--- config.mk ---
export PLATFORM = sky130hd
export DESIGN_NAME = abs_min_max_seq
export DESIGN_NICKNAME = d
export VERILOG_FILES = /design/src/rtl/abs_min_max_seq.sv
export SDC_FILE = /design/constraint.sdc
export NUM_CORES = 1
export LEC_CHECK = 0
export ABC_AREA = 0
export BUFFER_PORTS_ARGS = -buffer_cell sky130_fd_sc_hd__buf_2
export CAP_MARGIN = 30
export CORE_MARGIN = 5
export CORE_UTILIZATION = 50
export CTS_BUF_LIST = sky130_fd_sc_hd__clkbuf_16
export CTS_CLUSTER_DIAMETER = 40
export DETAILED_ROUTE_END_ITERATION = 16
export PLACE_DENSITY = 0.78
export SYNTH_ARGS = -nofsm -noshare
export SYNTH_HDL_FRONTEND = slang
export SYNTH_SLANG_ARGS = --single-unit
--- constraint.sdc ---
create_clock -name clk -period 3.9 [get_ports clk]
set_input_delay 0.195 -clock clk [delete_from_list [all_inputs] [get_ports clk]]
set_output_delay 0.195 -clock clk [all_outputs]
set_load 0.02 [all_outputs]
--- src/rtl/abs_min_max_seq.sv ---
// Handshaked multi-cycle ABS/MIN/MAX/ABSDIFF unit built around one shared subtractor.
// Results are registered in DONE and held until the consumer accepts them.
module abs_min_max_seq #(
  parameter int WIDTH = 8
) (
  input  logic                    clk,
  input  logic                    rst_n,
  input  logic                    in_valid,
  output logic                    in_ready,
  input  logic [1:0]              op,
  input  logic signed [WIDTH-1:0] a,
  input  logic signed [WIDTH-1:0] b,
  output logic                    out_valid,
  input  logic                    out_ready,
  output logic [WIDTH-1:0]        result,
  output logic                    ovf,
  output logic                    busy,
  output logic [7:0]              done_cnt
);

  localparam int M = WIDTH - 1;

  localparam logic [1:0] OP_ABS  = 2'b00;
  localparam logic [1:0] OP_MIN  = 2'b01;
  localparam logic [1:0] OP_MAX  = 2'b10;
  localparam logic [1:0] OP_ADIF = 2'b11;

  typedef enum logic [1:0] {IDLE, EXEC1, EXEC2, DONE} state_t;

  state_t                  state, state_nxt;
  logic [1:0]              op_p0;
  logic signed [WIDTH-1:0] a_p0, b_p0;
  logic signed [WIDTH-1:0] x, y, d;
  logic                    v, lt;
  logic [WIDTH-1:0]        res_nxt;
  logic                    ovf_nxt;

  // |a| with saturation of the most-negative value; returns {ovf, magnitude}.
  // d is 0 - a and v its signed overflow, which is set only for a = -2^(WIDTH-1).
  function automatic logic [WIDTH:0] abs_sat(input logic signed [WIDTH-1:0] av,
                                             input logic signed [WIDTH-1:0] dv,
                                             input logic vv);
    if (!av[M])
      abs_sat = {1'b0, av};
    else if (vv)
      abs_sat = {1'b1, 1'b0, {(WIDTH-1){1'b1}}};
    else
      abs_sat = {1'b0, dv};
  endfunction

  // Operand capture: data only, so no reset.
  always_ff @(posedge clk) begin
    if (state == IDLE && in_valid) begin
      op_p0 <= op;
      a_p0  <= a;
      b_p0  <= b;
    end
  end

  // Single shared subtractor; the operand mux selects the pass.
  always_comb begin
    x = a_p0;
    y = b_p0;
    if (state == EXEC2) begin
      x = b_p0;
      y = a_p0;
    end else if (op_p0 == OP_ABS) begin
      x = '0;
      y = a_p0;
    end
    d  = x - y;
    v  = (x[M] ^ y[M]) & (d[M] ^ x[M]);
    lt = d[M] ^ v;
  end

  always_comb begin
    state_nxt = state;
    res_nxt   = result;
    ovf_nxt   = ovf;
    case (state)
      IDLE: if (in_valid) state_nxt = EXEC1;
      EXEC1: begin
        state_nxt = DONE;
        ovf_nxt   = 1'b0;
        case (op_p0)
          OP_ABS:  {ovf_nxt, res_nxt} = abs_sat(a_p0, d, v);
          OP_MIN:  res_nxt = lt ? a_p0 : b_p0;
          OP_MAX:  res_nxt = lt ? b_p0 : a_p0;
          OP_ADIF: begin
            if (lt) state_nxt = EXEC2;
            else    res_nxt   = d;
          end
          default: ;
        endcase
      end
      EXEC2: begin
        res_nxt   = d;
        ovf_nxt   = 1'b0;
        state_nxt = DONE;
      end
      DONE: if (out_ready) state_nxt = IDLE;
      default: state_nxt = IDLE;
    endcase
  end

  always_ff @(posedge clk or negedge rst_n) begin
    if (!rst_n) begin
      state    <= IDLE;
      result   <= '0;
      ovf      <= 1'b0;
      done_cnt <= 8'd0;
    end else begin
      state  <= state_nxt;
      result <= res_nxt;
      ovf    <= ovf_nxt;
      if (state == DONE && out_ready)
        done_cnt <= done_cnt + 8'd1;
    end
  end

  assign in_ready  = (state == IDLE);
  assign out_valid = (state == DONE);
  assign busy      = (state != IDLE);

endmodule

==> impl_metrics.csv <==
group,metric,value,unit
yosys,yosysWarnings,0,
cts,h-tree-depth,2,
sta,fin_ws,0.1753,ns
yosys,async_reset_ff_share,51.35,%
route,drc,0,
global_route,gr-total-overflow,0,
run_status,status,"completed",
global_route,grt_pass1_vias,1990,
cts,cts.path.max_buffers,2,
route,dr.pass1.iters,4,
worst_setup_path,r2r_cells,16,
global_route,grt_pass1_wl,9611,µm
sta,worstMarginPinSlew,0.6363,ns
sta,setup_viol_count_final,0,
cts,root_buffer,"clkbuf_16",
yosys,syn_avg_cell_area,10.10,µm²
cts,clk_latency,0.28,ns
yosys,synthFlopType,"dfrtp_1",
sta,fmax,268.5,MHz
route,first_iter_violations,254,
cts,clock-sinks,37,
yosys,ys_seq_area_share,40.22,%
placement,port_buffers,41,
power_and_ir_drop,p_per_area,946.7,nW/µm²
global_route,antenna_found_initial,0,
sta,fin_crit_sh,95.51,%
worst_setup_path,worstPathRequired,4.06,ns
global_route,grtUsageTotal,19.23,%
cells_and_area,area_growth,22.04,%
yosys,synth_largest_area_cell,"edfxtp_1",
worst_setup_path,r2r-end,"result[6]",
yosys,synth_xor_area_share,3.120,%
global_route,grt_max_degree,22,
sta,maxSlewHeadroom,57.58,%
yosys,syn_nets,286,
cts,cts_buffers,5,
die,initial_core_util,52.44,%
cells_and_area,diodes,0,
cells_and_area,fin_nets,343,
yosys,synth_top_cell_area_share,21.40,%
worst_setup_path,rrSetupSlack,0.18,ns
yosys,synth_compound_area_share,19.42,%
die,rows,25,
worst_setup_path,path_class,"register to register",
worst_setup_path,cp-start-kind,"register",
yosys,syn_area,2526,µm²
placement,pre_cts_ws,0.08011,ns
yosys,syn_inst,250,
placement,gp_congestion,0.9280,
job,drv_cap,0,
yosys,ys_types,50,
power_and_ir_drop,irDropWorstVdd,356.9,µV
cts,cts_tree,"done",
yosys,synth_simple_gate_area_share,12.53,%
yosys,synth_seq_cells,37,
yosys,synth_mux_area_share,12.28,%
yosys,synth_top_family_by_area,"compound AO/OA/AOI/OAI gates",
worst_setup_path,worstReg2RegStart,"state[1]",
placement,hpwl,4326,µm
route,totalWireLength,5955,µm
cells_and_area,fin_util,64.00,%
die,core_area,4817,µm²
die,die_w,81.08,µm
cts,clkTransAtPathRegs,0.05,ns
worst_hold_path,min_path_type,"primary input to register",
worst_setup_path,crit_path_start,"state[1]",
die,die_area,6574,µm²
worst_setup_path,cp_data_arrival_time,3.89,ns
die,io_pins,42,
route,viasPerCell,5.733,
cells_and_area,final_cell_count_no_fill,375,
sta,finalHoldViolCount,0,
yosys,synth_area_leaders,"edfxtp_1, dfrtp_1, mux2i_1",
power_and_ir_drop,p_leak,1.401,nW
yosys,yosysMostFrequentCell,"nand2_1",
route,num_vias,2150,
worst_setup_path,crit_path_end,"result[6]",
placement,dp.cells,360,
yosys,synthTopCellsByCount,"nand2_1, mux2i_1, o21ai_0",
route,wl_per_cell,15.88,µm
sta,maxSlewViolCount,0,
route,ant_nets,0,
cells_and_area,fin_area,3083,µm²
die,die_h,81.08,µm
yosys,yosys.area_share.adder,7.528,%
power_and_ir_drop,p_total,2.919,mW
sta,post-route-min-period,3.725,ns
placement,placed_area,2845,µm²
worst_setup_path,critPathMaxFanout,8,
worst_setup_path,end_kind,"register",
sta,clock-skew-final,0.002869,ns
yosys,synth-edff-count,18,
cells_and_area,layout-drive-gt1-share,27.60,%
-- layout by cell type (no fill, tap or decap), types with 2 or more instances in the layout --
cell type and count:
buf_2 41, dfrtp_1 19, xnor2_1 5, nor2_1 9, xor2_1 4, o31a_1 2, inv_1 11, o22a_1 5
o211a_1 2, a31oi_1 3, mux2i_1 22, nand2_1 29, o21ai_0 19, nor2b_1 7, edfxtp_1 18, ha_1 12
a221o_1 3, o221ai_1 4, buf_6 2, a21oi_1 9, a21boi_0 2, a22oi_1 2, buf_4 19, o21ai_1 6
a221oi_1 2, mux2_2 8, nor3_1 2, o21a_1 4, nand4_1 2, inv_2 2, nand3_1 3, clkbuf_16 5
and3_1 3, nand2b_1 3
-- critical path, stage by stage, from the launching register on --
cell and delay (ns):
dfrtp_1 0.41, ha_1 0.22, o21bai_2 0.22, buf_4 0.17, mux2i_1 0.12, ha_1 0.34, o21ai_1 0.14, a21oi_1 0.07
o31a_1 0.26, o21ai_0 0.15, nand2b_1 0.10, fa_2 0.45, nand4b_1 0.26, o21ai_2 0.20, a21o_1 0.16, a21oi_1 0.08
a221o_1 0.28
-- what timing repair did --
| item | in CTS | in global routing |
|---|---|---|
| gates resized for setup | 0 | 6 |
| hold endpoints to repair | 19 | 0 |
| endpoints found under the setup margin | 0 | 8 |
| hold buffers | 1 | 0 |
| setup buffers | 0 | 6 |
-- registers in the layout (all words and copies together) (netlist names) --
name,count
result,8
op_p0,2
state,2
b_p0,8
ovf,1
done_cnt,8
a_p0,8
-- logic make-up after synthesis --
family | Yosys count
adder cells (fa/ha/maj) | 14
buffers and inverters | 24
AO/OA/AOI/OAI | 72
flip-flops | 37
XOR/XNOR | 9
multiplexers | 30
AND/OR/NAND/NOR | 64
-- metal layers --
metal | vias to the layer above | track usage (%) | part of all wire (%)
met2 | 93 | 30.71 | 45
met5 | - | 0 | 0
met3 | 12 | 5.211 | 9.5
met4 | 0 | 5.912 | 1.9
met1 | 1006 | 25.42 | 43
li1 | 1039 | - | -
-- layout make-up --
type	instances	area [µm²]
Sequential cell	37	1016
Clock buffer	5	125.1
Multi-Input combinational cell	189	1399
Fill cell	398	1734
Clock inverter	3	37.54
Inverter	11	41.29
Timing Repair Buffer	63	380.4
Tap cell	67	83.83
-- metrics by stage --
stage               setup TNS (ns)  hold WS (ns)
finish                           0       0.08360
global route              -0.04168       0.07827
CTS                              0       0.08327
detailed placement               0        0.1578
global placement                 0        0.1575
floorplan                        0       -0.1006
-- report_power, final --
group          switching [mW]  internal, mW  leakage (nW)
logic                   0.990         0.841         0.910
registers               0.103         0.539         0.405
clock network           0.149         0.297        0.0853
total                    1.24          1.68          1.40
-- how the worst min path moves through the flow --
stage | startpoint | end | cells past startpoint | slack (ns)
final | b[3] | b_p0[3] | 1 | 0.08
after detailed placement | rst_n | result[3] | 1 | 0.16
after global routing | a[2] | a_p0[2] | 1 | 0.08
after global placement | rst_n | result[6] | 1 | 0.16
after CTS | a[2] | a_p0[2] | 1 | 0.08
after floorplan | rst_n | done_cnt[0] | 0 | -0.10
No activity file was read; power rests on OpenSTA's default activity.
